--- config.mk ---
export PLATFORM = sky130hd
export DESIGN_NAME = fusion_mac_seq
export DESIGN_NICKNAME = d
export VERILOG_FILES = /design/src/rtl/fusion_mac_seq.sv
export SDC_FILE = /design/constraint.sdc
export NUM_CORES = 2
export LEC_CHECK = 0
export BUFFER_PORTS_ARGS = -buffer_cell sky130_fd_sc_hd__buf_2
export CAP_MARGIN = 20
export CORE_MARGIN = 8
export CORE_UTILIZATION = 45
export DETAILED_ROUTE_END_ITERATION = 7
export GPL_TIMING_DRIVEN = 0
export PLACE_DENSITY = 0.66
export SYNTH_ARGS = -nofsm -noshare
export SYNTH_HDL_FRONTEND = slang
export SYNTH_SLANG_ARGS = --single-unit
--- constraint.sdc ---
create_clock -name clk -period 14.81 [get_ports clk]
set_clock_uncertainty 0.1 [all_clocks]
set_input_delay 1.481 -clock clk [delete_from_list [all_inputs] [get_ports clk]]
set_output_delay 1.481 -clock clk [all_outputs]
set_load 0.1 [all_outputs]
--- src/rtl/fusion_mac_seq.sv ---
// Bit-fusion PE sequencer: streams packed operand pairs through a fusion_unit and
// accumulates up to four lane sums. Optional lane saturation with FUSION_MAC_SAT_EN.

module fusion_unit (
  input  logic [1:0]  i_cfga,
  input  logic [1:0]  i_cfgb,
  input  logic        i_sa,
  input  logic        i_sb,
  input  logic [7:0]  i_a,
  input  logic [7:0]  i_b,
  output logic [63:0] o_out,
  output logic [2:0]  o_lanes
);

  // Picks one 8/4/2-bit element of a packed operand and extends it to 16 bits.
  function automatic logic signed [15:0] elem(input logic [7:0] v, input logic [1:0] cfg,
                                              input logic s, input logic [1:0] idx);
    logic [3:0] nib;
    logic [1:0] crumb;
    logic signed [15:0] r;
    nib   = idx[0] ? v[7:4] : v[3:0];
    crumb = v[{idx, 1'b0} +: 2];
    case (cfg)
      2'b10:   r = s ? {{8{v[7]}}, v} : {8'b0, v};
      2'b01:   r = s ? {{12{nib[3]}}, nib} : {12'b0, nib};
      2'b00:   r = s ? {{14{crumb[1]}}, crumb} : {14'b0, crumb};
      default: r = 16'sd0;
    endcase
    return r;
  endfunction

  // Active lane count for the precision pair.
  always_comb begin
    case ({i_cfga, i_cfgb})
      4'b1010:          o_lanes = 3'd1;
      4'b1001, 4'b0110: o_lanes = 3'd2;
      default:          o_lanes = 3'd4;
    endcase
  end

  for (genvar g = 0; g < 4; g++) begin : g_field
    localparam logic [1:0] F = 2'(g);
    logic [1:0]         w_ia;
    logic [1:0]         w_ib;
    logic signed [15:0] w_ea;
    logic signed [15:0] w_eb;
    logic signed [15:0] w_prod;
    logic               w_active;

    // 2-lane modes place their second product in field 2 (out[47:32]).
    always_comb begin
      w_ia     = (i_cfga == 2'b01) ? {1'b0, F[1]} : F;
      w_ib     = (i_cfgb == 2'b01) ? {1'b0, ((i_cfga == 2'b10) ? F[1] : F[0])} : F;
      w_ea     = elem(i_a, i_cfga, i_sa, w_ia);
      w_eb     = elem(i_b, i_cfgb, i_sb, w_ib);
      w_prod   = w_ea * w_eb;
      w_active = (o_lanes == 3'd4) || (F == 2'd0) || ((o_lanes == 3'd2) && (F == 2'd2));
    end

    assign o_out[16*g +: 16] = w_active ? w_prod : 16'd0;
  end

endmodule

module fusion_mac_seq #(
  parameter int ACC_W = 32,
  parameter int LEN_W = 16
) (
  input  logic               clk,
  input  logic               reset,
  input  logic               start,
  input  logic [1:0]         cfga,
  input  logic [1:0]         cfgb,
  input  logic               sa,
  input  logic               sb,
  input  logic [LEN_W-1:0]   len,
  input  logic               in_valid,
  output logic               in_ready,
  input  logic [7:0]         a,
  input  logic [7:0]         b,
  output logic               out_valid,
  input  logic               out_ready,
  output logic [4*ACC_W-1:0] acc,
  output logic [2:0]         lanes,
  output logic               busy,
  output logic               cfg_err
`ifdef FUSION_MAC_SAT_EN
  ,
  output logic               sat
`endif
);

`ifdef FUSION_MAC_SAT_EN
  localparam int RW = ACC_W + 1;
`else
  localparam int RW = ACC_W;
`endif

  typedef enum logic [1:0] {S_IDLE, S_RUN, S_DRAIN, S_DONE} state_t;

  state_t             r_state;
  logic [1:0]         r_cfga;
  logic [1:0]         r_cfgb;
  logic               r_sa;
  logic               r_sb;
  logic               r_sgn;
  logic [LEN_W-1:0]   r_len;
  logic [LEN_W-1:0]   r_count;
  logic [63:0]        r_prod;
  logic               r_pv;
  logic               r_in_ready;
  logic               r_out_valid;
  logic               r_busy;
  logic               r_cfg_err;
  logic [4*ACC_W-1:0] r_acc;
  logic [2:0]         r_lanes;
`ifdef FUSION_MAC_SAT_EN
  logic               r_sat;
  logic [3:0]         w_clamp;
`endif

  logic [63:0]        w_prod;
  logic [2:0]         w_lanes;
  logic [15:0]        w_field [4];
  logic [3:0]         w_lane_on;
  logic [RW-1:0]      w_sum;
  logic [4*ACC_W-1:0] w_acc_next;
  logic [LEN_W-1:0]   w_count_inc;
  logic               w_cfg_bad;

  // Extends a 16-bit field and adds it to one lane; in the saturating build the MSB flags a clamp.
  function automatic logic [RW-1:0] lane_add(input logic [ACC_W-1:0] acc_v,
                                             input logic [15:0] fld, input logic sgn_v);
    logic [ACC_W-1:0] ext;
    logic [RW-1:0]    res;
    ext        = {ACC_W{sgn_v & fld[15]}};
    ext[15:0]  = fld;
`ifdef FUSION_MAC_SAT_EN
    res = {1'b0, acc_v} + {1'b0, ext};
    if (sgn_v) begin
      if ((acc_v[ACC_W-1] == ext[ACC_W-1]) && (res[ACC_W-1] != acc_v[ACC_W-1])) begin
        res = {1'b1, acc_v[ACC_W-1], {(ACC_W-1){~acc_v[ACC_W-1]}}};
      end else begin
        res = {1'b0, res[ACC_W-1:0]};
      end
    end else if (res[ACC_W]) begin
      res = {1'b1, {ACC_W{1'b1}}};
    end else begin
      res = {1'b0, res[ACC_W-1:0]};
    end
`else
    res = acc_v + ext;
`endif
    return res;
  endfunction

  fusion_unit u_fusion (
    .i_cfga  (r_cfga),
    .i_cfgb  (r_cfgb),
    .i_sa    (r_sa),
    .i_sb    (r_sb),
    .i_a     (a),
    .i_b     (b),
    .o_out   (w_prod),
    .o_lanes (w_lanes)
  );

  assign w_count_inc = r_count + LEN_W'(1);
  assign w_cfg_bad   = (cfga == 2'b11) || (cfgb == 2'b11) || (len == {LEN_W{1'b0}});

  // Next accumulator value from the registered product; lane 1 reads field 2 in 2-lane mode.
  always_comb begin
    w_field[0] = r_prod[15:0];
    w_field[1] = (w_lanes == 3'd2) ? r_prod[47:32] : r_prod[31:16];
    w_field[2] = r_prod[47:32];
    w_field[3] = r_prod[63:48];
    case (w_lanes)
      3'd1:    w_lane_on = 4'b0001;
      3'd2:    w_lane_on = 4'b0011;
      default: w_lane_on = 4'b1111;
    endcase
    w_sum      = {RW{1'b0}};
    w_acc_next = r_acc;
`ifdef FUSION_MAC_SAT_EN
    w_clamp    = 4'b0000;
`endif
    for (int k = 0; k < 4; k++) begin
      if (w_lane_on[k]) begin
        w_sum = lane_add(r_acc[k*ACC_W +: ACC_W], w_field[k], r_sgn);
        w_acc_next[k*ACC_W +: ACC_W] = w_sum[ACC_W-1:0];
`ifdef FUSION_MAC_SAT_EN
        w_clamp[k] = w_sum[ACC_W];
`endif
      end else begin
        w_acc_next[k*ACC_W +: ACC_W] = r_acc[k*ACC_W +: ACC_W];
      end
    end
  end

  // Job FSM, product pipeline and accumulators.
  always_ff @(posedge clk) begin
    if (reset) begin
      r_state     <= S_IDLE;
      r_cfga      <= 2'b00;
      r_cfgb      <= 2'b00;
      r_sa        <= 1'b0;
      r_sb        <= 1'b0;
      r_sgn       <= 1'b0;
      r_len       <= {LEN_W{1'b0}};
      r_count     <= {LEN_W{1'b0}};
      r_prod      <= 64'd0;
      r_pv        <= 1'b0;
      r_in_ready  <= 1'b0;
      r_out_valid <= 1'b0;
      r_busy      <= 1'b0;
      r_cfg_err   <= 1'b0;
      r_acc       <= {(4*ACC_W){1'b0}};
      r_lanes     <= 3'd0;
`ifdef FUSION_MAC_SAT_EN
      r_sat       <= 1'b0;
`endif
    end else begin
      r_cfg_err <= 1'b0;
      if (r_pv) begin
        r_acc <= w_acc_next;
`ifdef FUSION_MAC_SAT_EN
        r_sat <= r_sat | (|w_clamp);
`endif
      end
      case (r_state)
        S_IDLE: begin
          if (start && w_cfg_bad) begin
            r_cfg_err <= 1'b1;
          end else if (start) begin
            r_cfga     <= cfga;
            r_cfgb     <= cfgb;
            r_sa       <= sa;
            r_sb       <= sb;
            r_sgn      <= sa | sb;
            r_len      <= len;
            r_count    <= {LEN_W{1'b0}};
            r_acc      <= {(4*ACC_W){1'b0}};
            r_lanes    <= 3'd0;
`ifdef FUSION_MAC_SAT_EN
            r_sat      <= 1'b0;
`endif
            r_in_ready <= 1'b1;
            r_busy     <= 1'b1;
            r_state    <= S_RUN;
          end
        end
        S_RUN: begin
          if (in_valid && r_in_ready) begin
            r_prod  <= w_prod;
            r_pv    <= 1'b1;
            r_count <= w_count_inc;
            if (w_count_inc == r_len) begin
              r_in_ready <= 1'b0;
              r_state    <= S_DRAIN;
            end
          end else begin
            r_pv <= 1'b0;
          end
        end
        S_DRAIN: begin
          r_pv        <= 1'b0;
          r_lanes     <= w_lanes;
          r_out_valid <= 1'b1;
          r_state     <= S_DONE;
        end
        S_DONE: begin
          if (out_ready) begin
            r_out_valid <= 1'b0;
            r_busy      <= 1'b0;
            r_state     <= S_IDLE;
          end
        end
        default: r_state <= S_IDLE;
      endcase
    end
  end

  assign in_ready  = r_in_ready;
  assign out_valid = r_out_valid;
  assign acc       = r_acc;
  assign lanes     = r_lanes;
  assign busy      = r_busy;
  assign cfg_err   = r_cfg_err;
`ifdef FUSION_MAC_SAT_EN
  assign sat       = r_sat;
`endif

endmodule
* Word level (Yosys, flattened, before mapping)
Index checks and enable logic that the tools add are counted.
Cells by class: $add $sub $neg 5, multipliers 4, eq/ne operators 21, shift-type cells 6, mux-type cells 78, bitwise gates (word level) 7, reductions and logical operators 24
Operators by type and width (number):
- two-way mux 128 bit | 4
- two-way mux 16 bit | 25
- case mux 16 bit (3 select lines) | 8
- adder 32 bit | 4
- two-way mux 32 bit | 4
- multiplier 16 x 16 -> 16 bit | 4
- variable part select 8 x 4 -> 2 bit | 6
- case mux 16 bit (2 select lines) | 1
- two-way mux 4 bit | 6
- two-way mux 2 bit | 9
- adder 16 x 1 -> 16 bit, second input constant | 1
- == test 16 bit | 1
- zero test 16 bit | 1
- == test 2 bit, second input constant | 6
- case mux 3 bit (2 select lines) | 2
- two-way mux 1 bit | 11
- != test 2 bit, second input constant | 5
- AND reduction 5 bit | 2
- nonzero test 2 bit | 5
- == test 4 bit, second input constant | 2
- case mux 1 bit (2 select lines) | 4
- case mux 2 bit (4 select lines) | 1
- case mux 4 bit (2 select lines) | 1
- AND reduction 4 bit | 2
- other kinds (15) | 30
Storage, ports and cells: register bits 241, bits of input ports 43, word-level logic and storage cells 161

* Longest topological paths before layout
depth in word-level cells 12, depth in mapped cells 29, mapped depth without buffers 28

* Hierarchy
A second synthesis with hierarchy kept.
Unflattened totals: cells, all modules 3886, area total of the unflattened synthesis 31191.2 um2
By module, submodules not included:
- fusion_unit | times used 1, cells an instance 1913, area an instance 15856.5 um2, sequential area each 0.0 um2
- fusion_mac_seq | times used 1, cells an instance 1973, area an instance 15334.7 um2, sequential area each 4824.6 um2

* Worst setup path before layout
No wires, ideal clock.
path type input to register, start in a[5], end reg r_prod[46], data arrival time 6.960 ns, required time 14.579 ns, setup slack 7.619 ns, cell stages on the path 24, buffers on the path 1, cell sequence clkbuf_1 > nor2b_1 > a21oi_1 > o21ai_0 > and2_1 > nand2b_1 > fa_1 > fa_1 > inv_1 > fa_1 > inv_1 > fa_1 > inv_1 > fa_1 > inv_1 > fa_1 > inv_1 > ha_1 > o21a_1 > a2111oi_0 > nor3_1 > xor2_1 > nand3_1 > a21oi_1
On the way: cells in the longest elaborated chain, start to end 5, elaborated cells on any way between the ends 8
RTL lines:
- from (decl) | line 79 | input logic [7:0] a,
- variable part select 8 x 4 -> 2 bit / two-way mux 4 bit (equally long branches) | line 22, 21
- two-way mux 16 bit (on tied branches) | line 26, 25
- case mux 16 bit (3 select lines) (*) | line 23 | case (cfg)
- multiplier 16 x 16 -> 16 bit (*) | line 56 | w_prod = w_ea * w_eb;
- two-way mux 16 bit (*) | line 60 | assign o_out[16*g +: 16] = w_active ? w_prod : 16'd0;
- to (signal assigned) | line 254 | r_prod <= w_prod;
- to (decl) | line 109 | logic [63:0] r_prod;
Mark *: on every way between the ends. The rest lies on a longest branch, timed or not. A chain may end at the register's enable or synchronous reset.

* Final worst setup path
start reg r_cfga[1], end reg r_prod[47]
On the way: cells in the longest elaborated chain, start to end 8, elaborated cells on any way between the ends 26
RTL lines:
- from (decl) | line 102 | logic [1:0] r_cfga;
- from (signal assigned) | line 235 | r_cfga <= cfga;
- == test 2 bit
- two-way mux 1 bit | line 53 | w_ib = (i_cfgb == 2'b01) ? {1'b0, ((i_cfga == 2'b10) ? F[1] : F[0])} : F;
- two-way mux 2 bit | line 53
- variable part select 8 x 4 -> 2 bit / two-way mux 4 bit (equally long branches) | line 22, 21
- two-way mux 16 bit (on tied branches) | line 26, 25
- case mux 16 bit (3 select lines) | line 23
- multiplier 16 x 16 -> 16 bit | line 56
- two-way mux 16 bit (*) | line 60
Marks and branches as above.

==> results.cfg <==
[outcome]
status = finished, final reports clean

[sta]
drv_slew = 0
relSlewSlack_pct = 27.2
fmax_mhz = 129
fin_crit_sh_pct = 52.2
setup_tns_ns = 0
setup_viol = 0
period_minus_slack_ns = 7.74
rsz0062_at_grt = false
worstMarginPinSlew_ns = 1.09
hold_violations = 0

[finish]
fillers = 6567
nets = 4589
post-route-util_pct = 49.5
syn_to_final_growth_pct = 9.46
layout-drive-gt1-share_pct = 7.71

[pwr]
clock_power_share_pct = 31.5
p_sw_share_pct = 39.1
leakagePower_nw = 16.4
p_sw_uw = 874
p_seq_share_pct = 30.5
powerDensity_nw_per_um2 = 67.7
pwr-share-comb_pct = 38.0
ir_drop_mv = 0.0609
internal_power_mw = 1.36
total_power_mw = 2.24

[cts]
clk_pin_slew_ns = 0.06
cts_tree = yes
postCtsResizedCells = 0
cts_buffers = 27
clkLatencyLatePin_ns = 0.55
clock-root-buffer = clkbuf_16
cts-hold-fix-buffers = 0
postCtsSetupRepairBufs = 0
htreeDepth = 1
clock-sinks = 241
cts_buffer_depth = 3

[floorplanning]
die_h_um = 275
initial_core_util_pct = 45.2
rows = 95
io_pins = 178
fp.coreArea_sq_um = 66800
die_w_um = 275
die-area_sq_um = 75700

[setup_path]
crit_fanout = 10
end_kind = flip-flop
critPathKind = reg -> reg
crit_top_cell = xnor2_1
cp_cell_sequence = clkinv_1 -> nor2_1 -> clkbuf_1 -> a22oi_1 -> o22a_1 -> nand2b_1 -> fa_1 -> fa_1 -> inv_1 -> fa_1 -> fa_1 -> inv_1 -> fa_1 -> fa_1 -> xnor2_1 -> xnor2_1 -> xnor2_1 -> xnor2_1 -> xnor2_1 -> xnor2_1 -> xnor2_1 -> nand3_1 -> a21oi_1
crit-reg2reg-launch = r_cfga[1]
critPathLaunchType = flip-flop
cp_slowest_cell = fa_1
regToRegSetupSlack_ns = 7.07
arrival_ns = 8.11
crit_family = adder cells
cpPeakStageDelay_ns = 0.67
cp-startpoint = r_cfga[1]
critPathRequiredTime_ns = 15.18
crit_buf_inv = 4

[synth]
ys_ff_latch = 241
synthFlopType = dfxtp_1
ys_types = 85
ys_warn_count = 0
synthTopCellsByCount = inv_1 (508), nor2_1 (460), ha_1 (368), nand2_1 (328), fa_1 (308)
synthCells = 3672
synthArstFlopShare_pct = 0
synth_area_sq_um = 30200
ys_seq_area_share_pct = 16.0
synth_top_area_share_pct = 20.4
avgSynthCellArea_sq_um = 8.23
syn_nets = 4391
synthTopCellsByArea = fa_1 (20%), dfxtp_1 (16%), ha_1 (15%)
synth_edf_count = 0
yosysTopAreaCell = fa_1
synth.most_common_cell = inv_1

[global_route]
grt-ovfl-total = 0
antenna_found_initial = 13
grt_pass1_wl_mm = 134
grt_start_max_net_pins = 18
grt_pass1_vias = 25173
grt_usage_pct = 21.6

[placement]
port_buffers = 168
gp_congestion = 0.943
dp_hpwl_mm = 68.2

[hold_path]
hp-class = reg -> reg
hold_path.startpoint = r_prod[20]

[route]
post_drt_via_cell_ratio = 5.38
dr.pass1.iters = 6
drtAntennaViolNets = 0
vias = 25641
route.detailed.drc = 0
wirelength_mm = 82.6
wl_per_cell_um = 17.3
drt_iter0_markers = 1630

[run]
drv_cap = 0
## path summary, 6_finish.rpt
check / endpoint / depth (start not counted)
hold reg to reg: r_prod[20] / 2
setup / recovery: r_prod[47] / 23
setup reg to reg: r_prod[47] / 23
hold / removal: r_prod[20] / 2
## registers in the layout, indices dropped and copies added, names as in the netlist, 2 cells and up
name and flops:
acc 128, r_prod 64, r_count 16, r_len 16
lanes 3, r_cfga 2, r_cfgb 2, r_state 2
## power groups by stage
stage | clock network [mW] | logic [mW] | registers (mW)
CTS | 0.717 | 0.849 | 0.682
global placement | 0 | 0.831 | 0.696
finish | 0.706 | 0.851 | 0.682
global route | 0.738 | 0.949 | 0.683
detailed placement | 0 | 0.839 | 0.696
floorplan | 0 | 0.560 | 0.722
## stage by stage
step	worst slack [ns]	hold slack, ns	area [sq um]	cells
3_5_place_dp	6.55	0.349	32100	4713
2_1_floorplan	7.62	0.321	30200	3672
5_1_grt	6.58	0.385	33100	4764
4_1_cts	7.11	0.358	33000	4762
3_3_place_gp	6.59	0.347	32100	4713
6_report	7.07	0.359	33100	4769
## logic make-up after synthesis
kind of cell	share of synthesized area, %
AND/OR/NAND/NOR	16.0
buffers and inverters	7.74
AO/OA/AOI/OAI	14.8
multiplexers	2.56
adder cells (fa/ha/maj)	35.7
XOR/XNOR	7.28
flip-flops	16.0
## worst reg2reg max path: stages, from the launching register on
cell	delay, ns
dfxtp_1	0.48
clkinv_1	0.26
nor2_1	0.51
clkbuf_1	0.44
a22oi_1	0.17
o22a_1	0.36
nand2b_1	0.28
fa_1	0.67
fa_1	0.59
inv_1	0.06
fa_1	0.49
fa_1	0.56
inv_1	0.05
fa_1	0.45
fa_1	0.39
xnor2_1	0.27
xnor2_1	0.14
xnor2_1	0.15
xnor2_1	0.30
xnor2_1	0.13
xnor2_1	0.31
xnor2_1	0.16
nand3_1	0.14
a21oi_1	0.21
## cell type report
class | count | area, sq um | share of cell area [%]
Clock inverter | 11 | 136 | 0.412
Sequential cell | 241 | 4820 | 14.6
Buffer | 112 | 423 | 1.28
Multi-Input combinational cell | 2809 | 23000 | 69.7
Clock buffer | 38 | 767 | 2.32
Inverter | 510 | 1910 | 5.79
Antenna cell | 6 | 15.0 | 0.0454
Timing Repair Buffer | 169 | 846 | 2.56
Tap cell | 873 | 1090 | 3.30
## routing by layer
| layer | vias to the layer above | track usage (%) | routed length (um) |
|---|---|---|---|
| li1 | 12515 | - | - |
| met3 | 130 | 2.57 | 4740 |
| met2 | 671 | 37.3 | 39200 |
| met4 | 12 | 5.89 | 2130 |
| met5 | - | 0 | 76 |
| met1 | 12313 | 28.4 | 36500 |
## placed cells by master, fill, tap and decap left out, types with 8 or more instances in the layout
cell,synthesis,routed
clkbuf_1,90,96
nand2_1,328,328
or2_2,42,42
dfxtp_1,241,241
o21a_1,32,32
nor2b_1,33,33
buf_2,2,171
nand2b_1,34,34
nor4_1,10,10
mux2i_1,58,58
a22oi_1,34,34
and3_1,15,15
clkbuf_16,0,27
buf_1,20,20
or3_1,13,13
o21bai_1,23,23
fa_1,308,308
nor2_1,460,460
a21o_1,71,71
o21ai_0,124,124
and2_1,17,17
nand4_1,11,11
a21oi_1,276,276
ha_1,368,368
o21ai_1,10,10
mux2_2,17,17
nor3b_1,8,8
a31oi_1,20,20
nand3b_1,10,10
xnor2_1,185,185
nor3_1,36,36
a211oi_1,22,22
xor2_1,66,66
inv_1,508,508
nand3_1,55,55
(Power assumes the default switching activity.)
